===== src/rtl/l3_arbiter.sv =====
// Round-robin arbiter/sequencer sharing the byte-wide L3 port; each grant moves one 32-bit LE word as 4 byte beats.
// Build option: define L3ARB_WRITE_EN to enable write transactions (otherwise every transaction is a read).
module l3_arbiter #(
  parameter int NREQ = 2,
  parameter int AW   = 16
) (
  input  logic              clk,
  input  logic              rst,
  input  logic [NREQ-1:0]   req,
  input  logic [NREQ-1:0]   we,
  input  logic [NREQ*AW-1:0] addr,
  input  logic [NREQ*32-1:0] wdata,
  output logic [NREQ-1:0]   gnt,
  output logic [NREQ-1:0]   ack,
  output logic [31:0]       rdata,
  output logic              busy,
  output logic [AW-1:0]     mem_addr,
  output logic              mem_we,
  output logic [7:0]        mem_wdata,
  input  logic [7:0]        mem_rdata
);

  localparam int IW = (NREQ > 1) ? $clog2(NREQ) : 1;

  typedef enum logic [1:0] {IDLE, XFER, DONE} state_t;

  state_t          r_state;
  logic [1:0]      r_beat;
  logic [IW-1:0]   r_last;
  logic [IW-1:0]   r_idx;
  logic [AW-1:0]   r_base;
  logic            r_we;
  logic [31:0]     r_wdata;
  logic [23:0]     r_rbuf;

  logic [IW-1:0]   w_win;
  logic [AW-1:0]   w_addr;
  logic            w_we;
  logic [31:0]     w_wdata;

  // Search starts one past the last winner so every requester is reached within NREQ grants.
  function automatic logic [IW-1:0] rr_pick(input logic [NREQ-1:0] rq, input logic [IW-1:0] last);
    logic [2*NREQ-1:0] dbl;
    logic [2*NREQ-1:0] sh;
    logic              hit;
    int                sel;
    dbl = {rq, rq};
    hit = 1'b0;
    sel = 0;
    for (int k = 0; k < NREQ; k++) begin
      sh = dbl >> (int'(last) + 1 + k);
      if (!hit && sh[0]) begin
        hit = 1'b1;
        sel = (int'(last) + 1 + k) % NREQ;
      end
    end
    return IW'(sel);
  endfunction

  function automatic logic [NREQ-1:0] onehot(input logic [IW-1:0] i);
    return {{(NREQ-1){1'b0}}, 1'b1} << i;
  endfunction

  function automatic logic [7:0] wbyte(input logic [31:0] w, input logic [1:0] b);
    logic [31:0] s;
    s = w >> (8 * int'(b));
    return s[7:0];
  endfunction

  assign w_win  = rr_pick(req, r_last);
  assign w_addr = AW'(addr >> (AW * int'(w_win)));

`ifdef L3ARB_WRITE_EN
  logic [NREQ-1:0] w_we_sh;
  assign w_we_sh = we >> w_win;
  assign w_we    = w_we_sh[0];
  assign w_wdata = 32'(wdata >> (32 * int'(w_win)));
`else
  logic w_unused_wr;
  assign w_unused_wr = ^{we, wdata};
  assign w_we        = 1'b0;
  assign w_wdata     = 32'h0;
`endif

  always_ff @(posedge clk) begin
    if (!rst) begin
      r_state   <= IDLE;
      r_beat    <= 2'd0;
      r_last    <= IW'(NREQ - 1);
      r_idx     <= '0;
      r_we      <= 1'b0;
      gnt       <= '0;
      ack       <= '0;
      rdata     <= 32'h0;
      busy      <= 1'b0;
      mem_addr  <= '0;
      mem_we    <= 1'b0;
      mem_wdata <= 8'h0;
    end else begin
      gnt <= '0;
      ack <= '0;
      case (r_state)
        IDLE: begin
          if (|req) begin
            r_state   <= XFER;
            r_beat    <= 2'd0;
            r_idx     <= w_win;
            r_base    <= w_addr;
            r_we      <= w_we;
            r_wdata   <= w_wdata;
            gnt       <= onehot(w_win);
            busy      <= 1'b1;
            mem_addr  <= w_addr;
            mem_we    <= w_we;
            mem_wdata <= w_we ? w_wdata[7:0] : 8'h0;
          end
        end
        XFER: begin
          // Read data lags the address by one cycle, so beat N delivers byte N-1.
          if (!r_we) begin
            case (r_beat)
              2'd1:    r_rbuf[7:0]   <= mem_rdata;
              2'd2:    r_rbuf[15:8]  <= mem_rdata;
              2'd3:    r_rbuf[23:16] <= mem_rdata;
              default: ;
            endcase
          end
          if (r_beat == 2'd3) begin
            r_state   <= DONE;
            mem_we    <= 1'b0;
            mem_wdata <= 8'h0;
          end else begin
            r_beat    <= r_beat + 2'd1;
            mem_addr  <= mem_addr + AW'(1);
            mem_wdata <= r_we ? wbyte(r_wdata, r_beat + 2'd1) : 8'h0;
          end
        end
        DONE: begin
          if (!r_we) rdata <= {mem_rdata, r_rbuf};
          ack     <= onehot(r_idx);
          r_last  <= r_idx;
          r_state <= IDLE;
          busy    <= 1'b0;
        end
        default: r_state <= IDLE;
      endcase
    end
  end

endmodule

===== config.mk =====
export PLATFORM = sky130hd
export DESIGN_NAME = l3_arbiter
export DESIGN_NICKNAME = d
export VERILOG_FILES = /design/src/rtl/l3_arbiter.sv
export SDC_FILE = /design/constraint.sdc
export NUM_CORES = 1
export LEC_CHECK = 0
export BUFFER_PORTS_ARGS = -buffer_cell sky130_fd_sc_hd__buf_4
export CORE_MARGIN = 2
export CORE_UTILIZATION = 36
export CTS_CLUSTER_SIZE = 24
export DETAILED_ROUTE_END_ITERATION = 8
export PLACE_DENSITY_LB_ADDON = 0.15
export SKIP_LAST_GASP = 1
export SYNTH_ARGS = -nofsm -noshare
export SYNTH_HDL_FRONTEND = slang
export SYNTH_SLANG_ARGS = --single-unit

===== constraint.sdc =====
create_clock -name clk -period 3.9 [get_ports clk]
set_input_delay 0 -clock clk [delete_from_list [all_inputs] [get_ports clk]]
set_output_delay 0 -clock clk [all_outputs]
set_load 0.01 [all_outputs]

After elaboration in Yosys (flattened, before gate mapping):

Cells that the tools add are included.

* bits in registers: 92
* input port bits: 110
* word-level logic and storage cells: 67

* $add $sub $neg: 4
* equal/unequal tests: 8
* shift-type cells: 5
* multiplexer cells: 19
* reductions and logical operators: 17

Operators by type and width (count)
* $shr 4x32->1: 2
* $mux 16: 2
* $pmux 16 s2: 1
* $shr 32x5->16: 1
* $reduce_and 3->1: 6
* $add 16x1->16 const B: 1
* $pmux 8 s2: 1
* $reduce_and 2->1: 5
* $mux 2: 4
* $mux 8: 1
* $pmux 2 s2: 2
* $eq 2x2->1 const B: 3
* $mux 1: 6
* $ne 2x2->1 const B: 3
* $eq 2x1->1 const B: 2
* $pmux 1 s2: 2
* $reduce_bool 2->1: 2
* $shl 1x1->2 const A: 2
* $add 2x1->3 const B: 1
* $add 1x1->2 const B: 1
* $add 2x1->2 const B: 1
* $logic_not 2->1: 1
* $reduce_or 2->1: 1
* $logic_and 1x1->1: 1
* $logic_not 1->1: 1

Logic depth before layout (Yosys ltp):

* depth in word-level cells: 9
* gate-level depth with buffers: 6

Worst setup path before layout:

Ideal clock, no wire load.

* kind: reg-to-reg
* from: reg mem_addr[0]
* to: reg mem_addr[14]
* library setup time: 0.120 ns
* arrival: 1.665 ns
* data required time: 3.780 ns
* path slack: 2.115 ns
* stages on the path, launching flop included: 6
* buffers on the path: 0
* period minus slack after synthesis: 1.785 ns
* path through: dfxtp_1 ha_1 nand3_2 or3_4 o211a_1 o31a_1

* word-level cells in the longest chain between the ends: 3

Ends and longest elaborated chain
* from (decl): line 17 `output logic [AW-1:0] mem_addr,`
* from (signal assigned): line 113 `mem_addr <= w_addr;`
* from (signal assigned): line 134 `mem_addr <= mem_addr + AW'(1);`
* $add 16x1->16: line 134
* $mux 16: line 128 `if (r_beat == 2'd3) begin`
* $pmux 16 s2: line 102 `case (r_state)`

Every way passes these cells. The select of a mux whose other input is x is not followed.
A chain may end at the register's enable or synchronous reset.

Worst setup path in the final report:

* from: reg r_state[0]
* to: reg mem_addr[12]

* word-level cells in the longest chain between the ends: 3
* elaborated cells on any way between the ends: 7
* those cells by class: eq/ne (3); mux (1); reduce/logical (3)

Ends and longest elaborated chain
* from (decl): line 27 `state_t r_state;`
* from (signal assigned): line 87 `r_state <= IDLE;`
* from (signal assigned): line 105 `r_state <= XFER;`
* from (signal assigned): line 129 `r_state <= DONE;`
* $eq 2x1->1 or $logic_not 2->1 (tied branches): line 102
* $ne 2x2->1 (no source line) or $reduce_bool 2->1 (tied branches)
* $reduce_and 3->1 (no source line)

Several ways; a longest one is shown, not always the timed one.

==> metrics.cfg <==
[power]
ir_drop_mv = 0.2475
p_leak_nw = 1.901
finalPower_mw = 1.800
powerDensity_nw_per_um2 = 396.7

[global_routing]
met3_usage = 0.04072
grt_usage = 0.1658
grt_pass1_wl_microns = 13120
antenna_found_initial = 0
first_global_vias = 2576
top_usage_layer = met2
use_met2 = 0.2629
grt_use_met1 = 0.2244
grt_overflow = 0
grt_max_degree = 34

[placed_design]
placed_cells_incl_taps = 511
dp_slack_ns = 1.634
hpwl_microns = 5600
port_buffers = 96
place_congestion = 0.7579
dpl_cell_area_sq_um = 4219

[synth]
ys_types = 53
synth_most_common_cell = dfxtp_1
ys_warn_count = 0
async_flop_share = 0
seq_area_frac_synth = 0.5572
synth_area_sq_um = 3413
synth_cells = 299
synth_common_cells = dfxtp_1, a22o_1, edfxtp_1
synth-edff-count = 24
yosys-top-cells-area = dfxtp_1, edfxtp_1, a22o_1, mux2i_1, buf_4
yosys.area.top_type = dfxtp_1
synth_ff_type = dfxtp_1
synthDominantCellAreaShare = 0.3460
avgSynthCellArea_sq_um = 11.42
synth_seq_cells = 83

[timing]
fin_ws_ns = 1.667
relSlewSlack = 0.2614
max_freq_mhz = 447.8
tightest_slew_ns = 1.101
setup_viol = 0
hold_slack_ns = 0.04047
hold_viol = 0
rsz0062_at_grt = false
setup-tns-final_ns = 0
finalMaxSlewViolations = 0
finalCriticalPeriod_ns = 2.233
clock_skew_ns = 0.009861
fin_crit_sh = 0.5726

[floorplanning]
dieHeight_microns = 101.4
rows = 35
die_x_microns = 101.4
core_sq_um = 9240
die-area_sq_um = 10280
ios = 172
initial_core_util = 0.3694

[drt]
wirelength_microns = 8236
drt_iter0_drc = 171
viasPerCell = 5.015
routed-via-count = 2688
first_pass_iters = 4
drtAntennaViolNets = 0
wl_per_cell_microns = 15.37
drc_errors = 0

[cts]
cts_setup_buffers = 0
clkSinkCount = 83
htreeDepth = 3
insertion_delay_ns = 0.35
cts-root-buf = clkbuf_8
cts-buffers-inserted = 9
cts_max_path_buffers = 2
cts-resized-gates = 0
clkSlewWorstSetupHoldPaths_ns = 0.09
cts_tree = built

[hold_path]
hold_start = addr[26]
min_path_type = input port to flop

[cells_and_area]
drive_gt1_frac = 0.3120
nFillCells = 846
multi_input_area_sq_um = 1379
final_util = 0.4911
design_area_sq_um = 4538
antennaDiodeCount = 0
finalNetCount = 516
synthToLayoutAreaGrowth_pct = 32.95
seq_area_sq_um = 1902
final_cells = 536

[worst_setup_path]
path_class = flop to flop
crit_chain = nor2b_1 -> nand2_1 -> o32ai_2 -> a22o_1
crit_arrival_ns = 2.53
startpoint_type = flop
r2r_start = r_state[0]
cpMaxStageDelayCell = nor2b_1
end_kind = flop
critPathMaxFanout = 12
startpoint = r_state[0]
cp_data_required_time_ns = 4.20
cp_slowest_stage_delay_ns = 0.73

[flow_run]
maxCapViolCount = 0

[outcome]
status = complete, no violations

==> metal layers <==
metal / up-vias / routed length, microns
li1: 1335 / -
met1: 1266 / 3845
met2: 80 / 3908
met3: 7 / 390
met4: 0 / 92
met5: - / 0
==> timing repair <==
action	in CTS	in global routing
endpoints found under the setup margin	0	0
endpoints found under the hold margin	38	0
hold buffers	9	0
==> report_power, final <==
part / internal, mW / switching, mW
registers: 0.906 / 0.0285
clock network: 0.346 / 0.331
logic: 0.0948 / 0.0942
total: 1.35 / 0.454
==> critical path, delay by kind of cell (launching register included) <==
kind / cells / cell delay, ns
AO/OA/AOI/OAI: 2 / 0.52
flip-flops: 1 / 0.48
AND/OR/NAND/NOR: 2 / 1.19
==> state kept, by name, summed over array words and instances, names as in the netlist, 2 cells and up <==
signal	flops
ack	2
gnt	2
mem_addr	16
r_beat	2
r_rbuf	24
r_state	2
rdata	32
==> area by class of cell <==
cell class | instances | share of cell area
Multi-Input combinational cell | 192 | 0.3038
Inverter | 7 | 0.005790
Timing Repair Buffer | 109 | 0.1853
Clock inverter | 6 | 0.01765
Tap cell | 129 | 0.03557
Sequential cell | 83 | 0.4191
Clock buffer | 10 | 0.03281
==> worst paths after layout <==
kind | endpoint | slack, ns | depth (start not counted)
max | mem_addr[12] | 1.67 | 4
min reg2reg | rdata[14] | 0.45 | 1
min | mem_addr[10] | 0.04 | 3
max reg2reg | mem_addr[12] | 1.67 | 4
==> cells by family (layout without fill, tap and decap cells) <==
family          Yosys count  count (layout)  share of synthesized area
other cells               1               9                   0.001099
mux                      20              20                    0.05975
compound gates           84              84                     0.1914
flops                    83              83                     0.5572
simple gates             75              75                     0.1265
buf+inv                  32             132                    0.04949
fa+ha+maj                 4               4                    0.01466
==> placed cells by master, fill, tap and decap left out, drive strengths merged, types with 2 or more instances in the layout <==
cell type / n
and3: 9
nor4: 7
nand4: 3
clkbuf: 10
dlygate4sd3: 9
mux2: 3
o21ai: 4
a31oi: 2
o2bb2ai: 2
ha: 4
a22o: 33
o22a: 2
nor3: 9
o32ai: 3
nand3: 6
a211oi: 3
o32a: 4
clkinv: 2
edfxtp: 24
mux2i: 17
nor2: 17
nand2b: 2
a21oi: 15
conb: 9
buf: 100
a21boi: 3
o31a: 2
o22ai: 4
inv: 9
and2: 3
nor2b: 3
dfxtp: 59
nand2: 11
Power figures use the tool's default switching activity.
